File: src/rtl/wb_select_stage_if.sv
// Writeback-select stage bus: upstream result lanes, external ALU return, RF write port.
interface wb_select_stage_if #(
  parameter int unsigned WIDTH   = 32,
  parameter int unsigned NUM_SRC = 6,
  parameter int unsigned ADDR_W  = 4
);
  logic                     in_vld;
  logic                     in_rdy;
  logic [NUM_SRC-1:0]       src_sel;
  logic [NUM_SRC*WIDTH-1:0] src_data;
  logic [ADDR_W-1:0]        dst_addr;
  logic                     we_in;
  logic                     ext_vld;
  logic [WIDTH-1:0]         ext_data;
  logic                     flush;
  logic                     out_vld;
  logic                     out_rdy;
  logic [WIDTH-1:0]         rf_w_data;
  logic [ADDR_W-1:0]        rf_w_addr;
  logic                     rf_we;
  logic                     ext_err;
  logic                     fwd_vld;

  modport master (
    output in_vld, src_sel, src_data, dst_addr, we_in, ext_vld, ext_data, flush, out_rdy,
    input  in_rdy, out_vld, rf_w_data, rf_w_addr, rf_we, ext_err, fwd_vld
  );

  modport slave (
    input  in_vld, src_sel, src_data, dst_addr, we_in, ext_vld, ext_data, flush, out_rdy,
    output in_rdy, out_vld, rf_w_data, rf_w_addr, rf_we, ext_err, fwd_vld
  );
endinterface

File: src/rtl/wb_select_stage.sv
// Writeback-select stage: priority lane select into a one-entry RF write register,
// with a bounded wait for a multi-cycle external ALU result.
module wb_select_stage #(
  parameter int unsigned WIDTH       = 32,
  parameter int unsigned NUM_SRC     = 6,
  parameter int unsigned ADDR_W      = 4,
  parameter int unsigned DEFAULT_IDX = 5,
  parameter int unsigned EXT_IDX     = 3,
  parameter int unsigned EXT_TIMEOUT = 64
) (
  input logic               clk,
  input logic               rst_n,
  wb_select_stage_if.slave  bus
);
  localparam int unsigned CNT_W = $clog2(EXT_TIMEOUT) + 1;
  localparam int unsigned IDX_W = (NUM_SRC > 1) ? $clog2(NUM_SRC) : 1;
  localparam logic [CNT_W-1:0] CNT_LAST = CNT_W'(EXT_TIMEOUT - 1);
  localparam logic [IDX_W-1:0] SEL_EXT  = IDX_W'(EXT_IDX);

  typedef enum logic {ST_IDLE, ST_WAIT_EXT} state_e;

  state_e             state_q, state_d;
  logic               out_vld_q, out_vld_d;
  logic [WIDTH-1:0]   data_q, data_d;
  logic [ADDR_W-1:0]  addr_q, addr_d;
  logic               we_q, we_d;
  logic               err_q, err_d;
  logic [CNT_W-1:0]   cnt_q, cnt_d;
  logic [ADDR_W-1:0]  paddr_q, paddr_d;
  logic               pwe_q, pwe_d;

  logic               free;
  logic               in_rdy_c;
  logic               accept;
  logic [IDX_W-1:0]   sel;
  logic               sel_found;
  logic [WIDTH-1:0]   lane_data;

  assign free     = !out_vld_q || bus.out_rdy;
  assign in_rdy_c = (state_q == ST_IDLE) && free && !bus.flush;
  assign accept   = bus.in_vld && in_rdy_c;

  // Lowest set request bit wins; no request falls back to the default lane.
  always_comb begin
    sel       = IDX_W'(DEFAULT_IDX);
    sel_found = 1'b0;
    lane_data = '0;
    for (int i = 0; i < int'(NUM_SRC); i++) begin
      if (!sel_found && bus.src_sel[i]) begin
        sel       = IDX_W'(i);
        sel_found = 1'b1;
      end
    end
    for (int i = 0; i < int'(NUM_SRC); i++) begin
      if (sel == IDX_W'(i)) lane_data = bus.src_data[i*WIDTH +: WIDTH];
    end
  end

  always_comb begin
    state_d   = state_q;
    out_vld_d = out_vld_q;
    data_d    = data_q;
    addr_d    = addr_q;
    we_d      = we_q;
    err_d     = err_q;
    cnt_d     = cnt_q;
    paddr_d   = paddr_q;
    pwe_d     = pwe_q;

    if (out_vld_q && bus.out_rdy) out_vld_d = 1'b0;

    if (bus.flush) begin
      out_vld_d = 1'b0;
      we_d      = 1'b0;
      err_d     = 1'b0;
      cnt_d     = '0;
      state_d   = ST_IDLE;
    end else begin
      case (state_q)
        ST_IDLE: begin
          if (accept) begin
            if (sel == SEL_EXT && !bus.ext_vld) begin
              paddr_d = bus.dst_addr;
              pwe_d   = bus.we_in;
              cnt_d   = '0;
              state_d = ST_WAIT_EXT;
            end else begin
              out_vld_d = 1'b1;
              data_d    = (sel == SEL_EXT) ? bus.ext_data : lane_data;
              addr_d    = bus.dst_addr;
              we_d      = bus.we_in;
              err_d     = 1'b0;
            end
          end
        end
        ST_WAIT_EXT: begin
          if (bus.ext_vld && free) begin
            out_vld_d = 1'b1;
            data_d    = bus.ext_data;
            addr_d    = paddr_q;
            we_d      = pwe_q;
            err_d     = 1'b0;
            state_d   = ST_IDLE;
          end else if (cnt_q == CNT_LAST && free) begin
            // Timed out: complete the entry without writing the register file.
            out_vld_d = 1'b1;
            data_d    = '0;
            addr_d    = paddr_q;
            we_d      = 1'b0;
            err_d     = 1'b1;
            state_d   = ST_IDLE;
          end else if (cnt_q != CNT_LAST) begin
            cnt_d = cnt_q + 1'b1;
          end
        end
        default: state_d = ST_IDLE;
      endcase
    end
  end

  always_ff @(posedge clk or negedge rst_n) begin
    if (!rst_n) begin
      state_q   <= ST_IDLE;
      out_vld_q <= 1'b0;
      data_q    <= '0;
      addr_q    <= '0;
      we_q      <= 1'b0;
      err_q     <= 1'b0;
      cnt_q     <= '0;
      paddr_q   <= '0;
      pwe_q     <= 1'b0;
    end else begin
      state_q   <= state_d;
      out_vld_q <= out_vld_d;
      data_q    <= data_d;
      addr_q    <= addr_d;
      we_q      <= we_d;
      err_q     <= err_d;
      cnt_q     <= cnt_d;
      paddr_q   <= paddr_d;
      pwe_q     <= pwe_d;
    end
  end

  assign bus.in_rdy    = in_rdy_c;
  assign bus.out_vld   = out_vld_q;
  assign bus.rf_w_data = data_q;
  assign bus.rf_w_addr = addr_q;
  assign bus.rf_we     = we_q;
  assign bus.ext_err   = err_q;
  assign bus.fwd_vld   = out_vld_q && we_q;
endmodule

File: src/flat_wrapper.sv
// flat-port wrapper written by rule: the top's interface ports become plain ports
module wb_select_stage_flat 
#(
  parameter int unsigned WIDTH       = 32,
  parameter int unsigned NUM_SRC     = 6,
  parameter int unsigned ADDR_W      = 4,
  parameter int unsigned DEFAULT_IDX = 5,
  parameter int unsigned EXT_IDX     = 3,
  parameter int unsigned EXT_TIMEOUT = 64
)
  (clk, rst_n, bus_in_vld, bus_src_sel, bus_src_data, bus_dst_addr, bus_we_in, bus_ext_vld, bus_ext_data, bus_flush, bus_out_rdy, bus_in_rdy, bus_out_vld, bus_rf_w_data, bus_rf_w_addr, bus_rf_we, bus_ext_err, bus_fwd_vld);
  wb_select_stage_if #(.WIDTH(WIDTH), .NUM_SRC(NUM_SRC), .ADDR_W(ADDR_W)) bus_i ();
  input logic clk;
  input logic rst_n;
  input wire logic [$bits(bus_i.in_vld)-1:0] bus_in_vld;
  input wire logic [$bits(bus_i.src_sel)-1:0] bus_src_sel;
  input wire logic [$bits(bus_i.src_data)-1:0] bus_src_data;
  input wire logic [$bits(bus_i.dst_addr)-1:0] bus_dst_addr;
  input wire logic [$bits(bus_i.we_in)-1:0] bus_we_in;
  input wire logic [$bits(bus_i.ext_vld)-1:0] bus_ext_vld;
  input wire logic [$bits(bus_i.ext_data)-1:0] bus_ext_data;
  input wire logic [$bits(bus_i.flush)-1:0] bus_flush;
  input wire logic [$bits(bus_i.out_rdy)-1:0] bus_out_rdy;
  output wire logic [$bits(bus_i.in_rdy)-1:0] bus_in_rdy;
  output wire logic [$bits(bus_i.out_vld)-1:0] bus_out_vld;
  output wire logic [$bits(bus_i.rf_w_data)-1:0] bus_rf_w_data;
  output wire logic [$bits(bus_i.rf_w_addr)-1:0] bus_rf_w_addr;
  output wire logic [$bits(bus_i.rf_we)-1:0] bus_rf_we;
  output wire logic [$bits(bus_i.ext_err)-1:0] bus_ext_err;
  output wire logic [$bits(bus_i.fwd_vld)-1:0] bus_fwd_vld;
  assign bus_i.in_vld = bus_in_vld;
  assign bus_i.src_sel = bus_src_sel;
  assign bus_i.src_data = bus_src_data;
  assign bus_i.dst_addr = bus_dst_addr;
  assign bus_i.we_in = bus_we_in;
  assign bus_i.ext_vld = bus_ext_vld;
  assign bus_i.ext_data = bus_ext_data;
  assign bus_i.flush = bus_flush;
  assign bus_i.out_rdy = bus_out_rdy;
  assign bus_in_rdy = bus_i.in_rdy;
  assign bus_out_vld = bus_i.out_vld;
  assign bus_rf_w_data = bus_i.rf_w_data;
  assign bus_rf_w_addr = bus_i.rf_w_addr;
  assign bus_rf_we = bus_i.rf_we;
  assign bus_ext_err = bus_i.ext_err;
  assign bus_fwd_vld = bus_i.fwd_vld;
  wb_select_stage #(.WIDTH(WIDTH), .NUM_SRC(NUM_SRC), .ADDR_W(ADDR_W), .DEFAULT_IDX(DEFAULT_IDX), .EXT_IDX(EXT_IDX), .EXT_TIMEOUT(EXT_TIMEOUT)) u_core (.clk(clk), .rst_n(rst_n), .bus(bus_i));
endmodule
File: config.mk
export PLATFORM = sky130hd
export DESIGN_NAME = wb_select_stage_flat
export DESIGN_NICKNAME = d
export VERILOG_FILES = /design/src/rtl/wb_select_stage_if.sv /design/src/rtl/wb_select_stage.sv /design/src/flat_wrapper.sv
export SDC_FILE = /design/constraint.sdc
export NUM_CORES = 1
export LEC_CHECK = 0
export CAP_MARGIN = 20
export CORE_MARGIN = 2
export CORE_UTILIZATION = 42
export CTS_BUF_LIST = sky130_fd_sc_hd__clkbuf_4 sky130_fd_sc_hd__clkbuf_8
export DETAILED_ROUTE_END_ITERATION = 6
export PLACE_DENSITY = 0.95
export SYNTH_ARGS = -nofsm -noshare
export SYNTH_HDL_FRONTEND = slang
export SYNTH_SLANG_ARGS = --single-unit
File: constraint.sdc
create_clock -name clk -period 4.1 [get_ports clk]
set_input_delay 0.41 -clock clk [delete_from_list [all_inputs] [get_ports clk]]
set_output_delay 0.41 -clock clk [all_outputs]
set_load 0.02 [all_outputs]
======== Word level (Yosys, flattened, before mapping) ========
Index checks and enable logic that the tools add are counted.
cells by class
  add/sub/neg operators ................... 1
  $mul .................................... 0
  div/mod/pow operators ................... 0
  magnitude comparators ................... 0
  equal/unequal tests ..................... 17
  shifts and indexed selects .............. 0
  multiplexer cells ....................... 59
  bitwise logic cells ..................... 2
  reductions and logical operators ........ 27
operators by type and width
  kind                                                                      number
  32-bit two-way mux                                                        10
  32-bit case mux with 2 select lines                                       1
  7-bit two-way mux                                                         6
  1-bit two-way mux                                                         26
  3-bit two-way mux                                                         6
  3-bit inequality test (second input constant)                             6
  4-bit two-way mux                                                         4
  7-bit case mux with 2 select lines                                        1
  1-bit logical AND                                                         13
  1-bit logical NOT                                                         8
  1-bit case mux with 2 select lines                                        4
  4-bit case mux with 2 select lines                                        1
  4-bit AND reduction                                                       2
  7-bit by 1-bit adder with 7-bit output (second input constant)            1
  7-bit by 6-bit == test with 1-bit output (second input constant)          1
  7-bit by 6-bit inequality test with 1-bit output (second input constant)  1
  3-bit by 2-bit == test with 1-bit output (second input constant)          2
  3-bit == test (second input constant)                                     2
  5-bit AND reduction                                                       1
  4-bit inequality test (second input constant)                             1
  3-bit by 1-bit == test with 1-bit output (second input constant)          1
  3-bit logical NOT                                                         1
  3-bit by 2-bit inequality test with 1-bit output (second input constant)  1
  3-bit AND reduction                                                       1
  4 further kinds                                                           5
word-level totals
  flip-flop bits (word level) ............. 52
  latch bits .............................. 0
  memory bits (writable) .................. 0
  memory bits (read-only) ................. 0
  input port bits ......................... 241
  output and inout port bits .............. 41
  word-level logic and storage cells ...... 115
  memories ................................ 0

======== Logic depth before layout (Yosys ltp) ========
Gate-level depths: netlist of the first run.
  depth after elaboration ................. 26
  depth in mapped cells ................... 8
  mapped depth without buffers ............ 5

======== Worst setup path after synthesis of the first run ========
OpenSTA, ideal clock, no wires.
  path kind ............................... register -> register
  start point ............................. register u_core.cnt_q[0]
  end point ............................... register u_core.data_q[10], in the netlist u_core.bus.rf_w_data[10]
  setup time .............................. 125 ps
  arrival ................................. 2099 ps
  required time ........................... 3975 ps
  slack ................................... 1876 ps
  cell stages (with the launch flop) ...... 9
  buffers on the path ..................... 3
  clock period less this slack ............ 2224 ps
  path through ............................ dfrtp_1 -> ha_1 -> or3b_1 -> buf_6 -> o211a_1 -> or3_1 -> buf_6 -> buf_12 -> mux2_4
between the ends
  cells in the longest elaborated chain, start to end .. 4
ends and longest elaborated chain
  what                                      RTL line                RTL
  start, declared                           wb_select_stage.sv:28   logic [CNT_W-1:0] cnt_q, cnt_d;
  start signal, assigned                    wb_select_stage.sv:139  cnt_q <= cnt_d;
  7-bit by 6-bit == test with 1-bit output  wb_select_stage.sv:104  end else if (cnt_q == CNT_LAST && free) begin
  1-bit logical AND                         wb_select_stage.sv:104
  3-bit inequality test (no source line)    -
  4-bit AND reduction (no source line)      -
  end signal, assigned                      wb_select_stage.sv:135  data_q <= data_d;
  end, declared                             wb_select_stage.sv:24   logic [WIDTH-1:0] data_q, data_d;
Every way passes these cells.
A chain may end at the register's enable or synchronous reset.

======== Worst setup path in the final report of the first run ========
  start point ............................. register u_core.cnt_q[1]
  end point ............................... register u_core.data_q[18], in the netlist u_core.bus.rf_w_data[18]
Same word-level chain as after synthesis.

==> flow_summary.yaml, run 1 <==
place:
  place_congestion: 0.8934
  place_inst: 964
  hpwl_um: 11960
  place_area_mm2: 0.007207
  portBuffers: 248
  dp_slack_ps: 951.2
clock_network:
  clkSlewWorstSetupHoldPaths_ps: 110
  htreeDepth: 2
  root_buffer: "clkbuf_8"
  cts_tree: "done"
  hold_buffers: 0
  clock-sinks: 52
  cts_resized: 0
  cts_buffer_depth: 2
  clock_latency_ps: 310
  cts_buffers: 5
  post_cts_buffers: 0
drt:
  vias: 5585
  avgViaCountPerCell: 5.740
  post-route-drc-count: 0
  wl_per_cell_um: 17.62
  drt-pass1-iter-count: 5
  drt_iter0_markers: 427
  antenna_left: 0
  wirelength_um: 17140
timing:
  final-setup-viol-count: 0
  fin_ws_ps: 1198
  slew_headroom: 0.3542
  fmax_mhz: 344.6
  tightest_slew_ps: 968.7
  rsz0062_at_grt: "no"
  fin_crit_sh: 0.7078
  fin_crit_ps: 2902
  fin_setup_tns_ps: 0
  finalHoldViolCount: 0
  skew_ps: 15.76
  drv_slew: 0
yosys:
  synth_seq_area_share: 0.2730
  synth_nets: 866
  syn_area_per_cell_um2: 7.640
  yosysWarnings: 0
  syn_area_mm2: 0.004767
  syn_inst: 624
  ys_ff_latch: 52
  ys_types: 40
status:
  status: "finished clean"
setup_path:
  r2r_end: "u_core.bus.rf_w_data[18]"
  timing.rr.start: "u_core.cnt_q[1]"
  path_class: "flop to flop"
  r2r_slack_ps: 1200
  cp-start-kind: "flop"
  worst_r2r_path_depth: 6
  worstSetupEndpointType: "flop"
  worstPathArrival_ps: 3100
  cp_data_required_time_ps: 4300
  path_max_fanout: 23
die:
  fp-row-count: 38
  die_h_um: 110.5
  num_io_pins: 282
  start_util: 0.4359
  coreArea_mm2: 0.01094
  die_w_um: 110.5
  die_area_mm2: 0.01222
final_layout:
  stdcell_count: 973
  diodes: 0
  final_area_mm2: 0.007320
  drive_above_1_share: 0.09244
  nFillCells: 902
  layout.nets: 1074
  syn_to_final_growth_pct: 53.54
power:
  peakVddDrop_mv: 0.1814
  p_leak_nw: 3.059
  totalPowerFinal_mw: 1.928
  pwr_density_cell_mw_per_mm2: 263.5
min_path:
  min_path_type: "input port to asynchronous set/reset pin"
grt:
  track_usage: 0.2715
  antenna_found_initial: 0
  grt_pass1_vias: 5434
  grt_pass1_wl_um: 27490
  grt_start_max_net_pins: 98
  gr-total-overflow: 0
job:
  cap_viol_max_count: 0
[layer usage]
layer | GRT usage | share of wire | up-vias
met3 | 0.05818 | 0.081 | 25
li1 | - | - | 2642
met4 | 0.06583 | 0.017 | 0
met5 | 0 | 0 | -
met2 | 0.4933 | 0.50 | 294
met1 | 0.3259 | 0.41 | 2624
[power breakdown]
group / internal [mW] / switching, mW
combinational: 0.541 / 0.407
sequential: 0.610 / 0.0594
clock: 0.129 / 0.182
[worst max path at each step]
stage	startpoint	slack (ps)	to
6_report	u_core.cnt_q[1]	1200	u_core.bus.rf_w_data[18]
5_1_grt	u_core.cnt_q[0]	1110	u_core.bus.rf_w_data[13]
4_1_cts	u_core.cnt_q[1]	1200	u_core.bus.rf_w_data[18]
3_5_place_dp	bus_out_rdy	950	u_core.bus.rf_w_data[9]
3_3_place_gp	bus_out_rdy	970	u_core.bus.rf_w_data[15]
2_1_floorplan	u_core.cnt_q[0]	1880	u_core.bus.rf_w_data[10]
[cells by family (layout without fill, tap and decap cells)]
family                   Yosys count  in the layout  share of synthesized area
adder cells (fa/ha/maj)            1              1                   0.002624
buffers and inverters             90            299                    0.08425
AO/OA/AOI/OAI                    240            240                     0.2976
AND/OR/NAND/NOR                  192            192                     0.2058
multiplexers                      46             46                     0.1312
flip-flops                        52             52                     0.2730
XOR/XNOR                           3              3                   0.005513
[flip-flops by register name (all words and copies together), names as in the netlist]
signal and count:
u_core.bus.out_vld 1, u_core.bus.rf_we 1, u_core.bus.ext_err 1, u_core.bus.rf_w_addr 4, u_core.bus.rf_w_data 32, u_core.pwe_q 1
u_core.state_q 1, u_core.cnt_q 7, u_core.paddr_q 4
[cells in the final DEF, fill, tap and decap left out, drive strengths merged, types with 2 or more instances in the layout]
cell             n
clkdlybuf4s50  243
a21oi          121
nor2            98
dfrtp           52
mux2            45
o21ai           39
nor2b           35
inv             33
a22oi           32
o31ai           32
nand3b          31
buf             15
clkbuf           6
nand4            5
nand2            5
nand2b           3
a31oi            3
nand3            3
xor2             3
nor3             3
and3             3
or2              2
o211a            2
a41o             2
a41oi            2
a221o            2
[Yosys cell counts (all sizes together)]
cell type	n	area, um2
a221o	2	20.02
nand2	5	18.77
a31oi	3	18.77
buf	9	97.59
ha	1	12.51
a41o	2	20.02
a22oi	32	240.2
o31ai	32	240.2
o21ai	39	195.2
or3b	1	8.760
o21a	1	7.510
a211o	1	8.760
or3	1	6.260
nor3b	1	7.510
nor3	3	15.01
nor2b	35	219.0
nand2b	3	18.77
mux2i	1	10.01
nor2	98	367.9
nand3b	31	232.7
o22a	1	8.760
nand3	3	15.01
xor2	3	26.28
dfrtp	52	1301
or2	2	12.51
a21oi	121	605.6
and2	1	6.260
a41oi	2	17.52
mux2	45	615.6
o211ai	1	7.510
clkbuf	48	180.2
inv	33	123.9
o211a	2	20.02
a31o	1	8.760
and3	3	21.27
nand4	5	31.28
[area by class of cell]
cell class	instances	area [um2]	share of cell area
Clock inverter	2	16.27	0.002222
Sequential cell	52	1303	0.1779
Timing Repair Buffer	258	2547	0.3480
Multi-Input combinational cell	482	3078	0.4205
Clock buffer	6	76.32	0.01043
Tap cell	140	175.2	0.02393
Inverter	33	123.9	0.01692
[metrics by stage]
stage / hold slack, ps / utilization
after floorplan: 114.4 / -
after global placement: 476.2 / 0.6590
after detailed placement: 490.8 / 0.6590
after CTS: 242.0 / 0.6675
after global routing: 277.5 / 0.6693
final: 205.9 / 0.6693
[critical path, cell delays in order (launching register included)]
cell,delay [ps]
dfrtp_1,400
ha_1,190
or3b_1,500
o211a_1,250
or3_2,760
buf_4,360
mux2_4,320
(Power assumes the default switching activity.)
==> run 2, diff against run 1 <==
--- a/config.mk
+++ b/config.mk
@@ -7,10 +7,10 @@
 export LEC_CHECK = 0
 export CAP_MARGIN = 20
 export CORE_MARGIN = 2
-export CORE_UTILIZATION = 42
+export CORE_UTILIZATION = 36
 export CTS_BUF_LIST = sky130_fd_sc_hd__clkbuf_4 sky130_fd_sc_hd__clkbuf_8
 export DETAILED_ROUTE_END_ITERATION = 6
-export PLACE_DENSITY = 0.95
+export PLACE_DENSITY = 0.87
 export SYNTH_ARGS = -nofsm -noshare
 export SYNTH_HDL_FRONTEND = slang
 export SYNTH_SLANG_ARGS = --single-unit
==> constraint.sdc (replaced) <==
create_clock -name clk -period 2.5 [get_ports clk]
set_input_delay 0.25 -clock clk [delete_from_list [all_inputs] [get_ports clk]]
set_output_delay 0.25 -clock clk [all_outputs]
set_load 0.02 [all_outputs]
==> run 2 against run 1 <==
Against the previous run:
- via count fell by 3.0%
- routed wire length decreased by 3.5%
- first-iteration DRC count fell by 39%
- critical path depth did not move
- largest cell class unchanged
==> flow_summary.yaml, run 2 (synthesis gave the netlist of run 1 again) <==
drt:
  drt_iter0_markers: 262
  avgViaCountPerCell: 5.302
  vias: 5419
  drt-pass1-iter-count: 4
  antenna_left: 0
  post-route-drc-count: 0
  wirelength_um: 16540
  wl_per_cell_um: 16.18
final_layout:
  final_cell_mix: "clkdlybuf4s50_1 (243), a21oi_1 (121), nor2_1 (97)"
  drive_above_1_share: 0.1064
  stdcell_count: 1022
  ff_latch_area_mm2: 0.001303
  diodes: 0
  syn_to_final_growth_pct: 57.45
  layout.nets: 1087
  multiInputGateArea_mm2: 0.003078
  largest_reg_flops: 32
  nFillCells: 1152
  final_common_cell: "clkdlybuf4s50_1"
grt:
  antenna_found_initial: 0
  track_usage: 0.2325
  grt_pass1_vias: 5365
  grt_start_max_net_pins: 65
  gr-total-overflow: 0
  grt_pass1_wl_um: 26600
setup_path:
  cp_data_required_time_ps: 2690
  worstPathArrival_ps: 2520
  path_class: "flop to flop"
  critPathTopFamily: "simple AND/OR/NAND/NOR gates"
  slowest_stage: "or3_2"
  cp-start-kind: "flop"
  worstSetupEndpointType: "flop"
  crit_chain: "ha_1 > or3b_1 > o211a_1 > or3_2 > buf_12 > mux2_4"
  timing.critical_path.buf_inv: 1
  critPathMaxStageDelay_ps: 480
  path_max_fanout: 21
place:
  hpwl_um: 12520
  place_congestion: 0.8818
  place_inst: 1014
  portBuffers: 248
die:
  start_util: 0.3643
  fp-row-count: 42
  die_h_um: 119.1
  die_area_mm2: 0.01418
  num_io_pins: 282
  coreArea_mm2: 0.01309
  die_w_um: 119.1
timing:
  fin_crit_ps: 2326
  slew_headroom: 0.4661
  fin_crit_sh: 0.9306
  final-setup-viol-count: 0
  rsz0062_at_grt: "no"
  skew_ps: 15.62
  fin_setup_tns_ps: 0
  tightest_slew_ps: 799.0
  drv_slew: 0
  fmax_mhz: 429.8
  finalHoldViolCount: 0
power:
  pwr_density_cell_mw_per_mm2: 434.7
  peakVddDrop_mv: 0.2040
  totalPowerFinal_mw: 3.263
  p_leak_nw: 3.144
clock_network:
  clock_latency_ps: 320
  cts_resized: 0
  clkSlewWorstSetupHoldPaths_ps: 100
  cts_tree: "done"
  hold_buffers: 0
  cts_buffers: 5
  clock-sinks: 52
  root_buffer: "clkbuf_8"
  htreeDepth: 2
  post_cts_buffers: 0
  cts_buffer_depth: 2
status:
  status: "finished clean"
min_path:
  min_path_type: "input port to asynchronous set/reset pin"
job:
  cap_viol_max_count: 0
==> run 2: power by group <==
group          switching [mW]  internal, mW  leakage (nW)
sequential             0.0956          1.00         0.624
clock                   0.298         0.297        0.0541
combinational           0.673         0.900          2.47
total                    1.07          2.20          3.14
==> run 2: per-stage QoR <==
stage / hold slack [ps] / util / worst slack [ps] / cell area (um2)
final: 45.95 / 0.5736 / 173.5 / 7506
after global routing: 118.5 / 0.5736 / 112.0 / 7506
after CTS: 76.84 / 0.5736 / 177.2 / 7506
after detailed placement: 426.9 / 0.5651 / 67.58 / 7395
after global placement: 429.8 / 0.5651 / 81.10 / 7395
after floorplan: -45.59 / - / 276.1 / 4767
==> run 2: worst reg2reg max path: cells and delay by family, from the launching register on <==
kind,cells,cell delay (ps)
compound gates,1,220
mux,1,320
fa+ha+maj,1,190
buf+inv,1,200
flops,1,400
simple gates,2,870
==> run 2: metal layers <==
layer / up-vias / share of wire / GRT usage
met5: - / 0 / 0
met2: 227 / 0.49 / 0.4138
li1: 2669 / - / -
met1: 2488 / 0.41 / 0.2707
met4: 0 / 0.025 / 0.08408
met3: 35 / 0.076 / 0.05556
==> run 2: final cells by class <==
class                      count  share of cell area
multi-input combinational    482              0.4101
sequential                    52              0.1735
clock buffer                   5            0.009168
clock inverter                 3            0.005668
timing repair buffer         271              0.3557
tap                          176             0.02934
inverter                      33             0.01650
==> run 2: worst paths after layout <==
path | start | endpoint | slack (ps) | cells after the start
min in group clk | u_core.bus.ext_err | u_core.bus.ext_err | 500 | 1
max in group asynchronous | rst_n | u_core.state_q | 1990 | 2
worst min register to register | u_core.bus.ext_err | u_core.bus.ext_err | 500 | 1
worst min-delay path | rst_n | u_core.paddr_q[1] | 50 | 2
worst max-delay path | u_core.cnt_q[0] | u_core.bus.rf_w_data[13] | 170 | 6
worst max register to register | u_core.cnt_q[0] | u_core.bus.rf_w_data[13] | 170 | 6
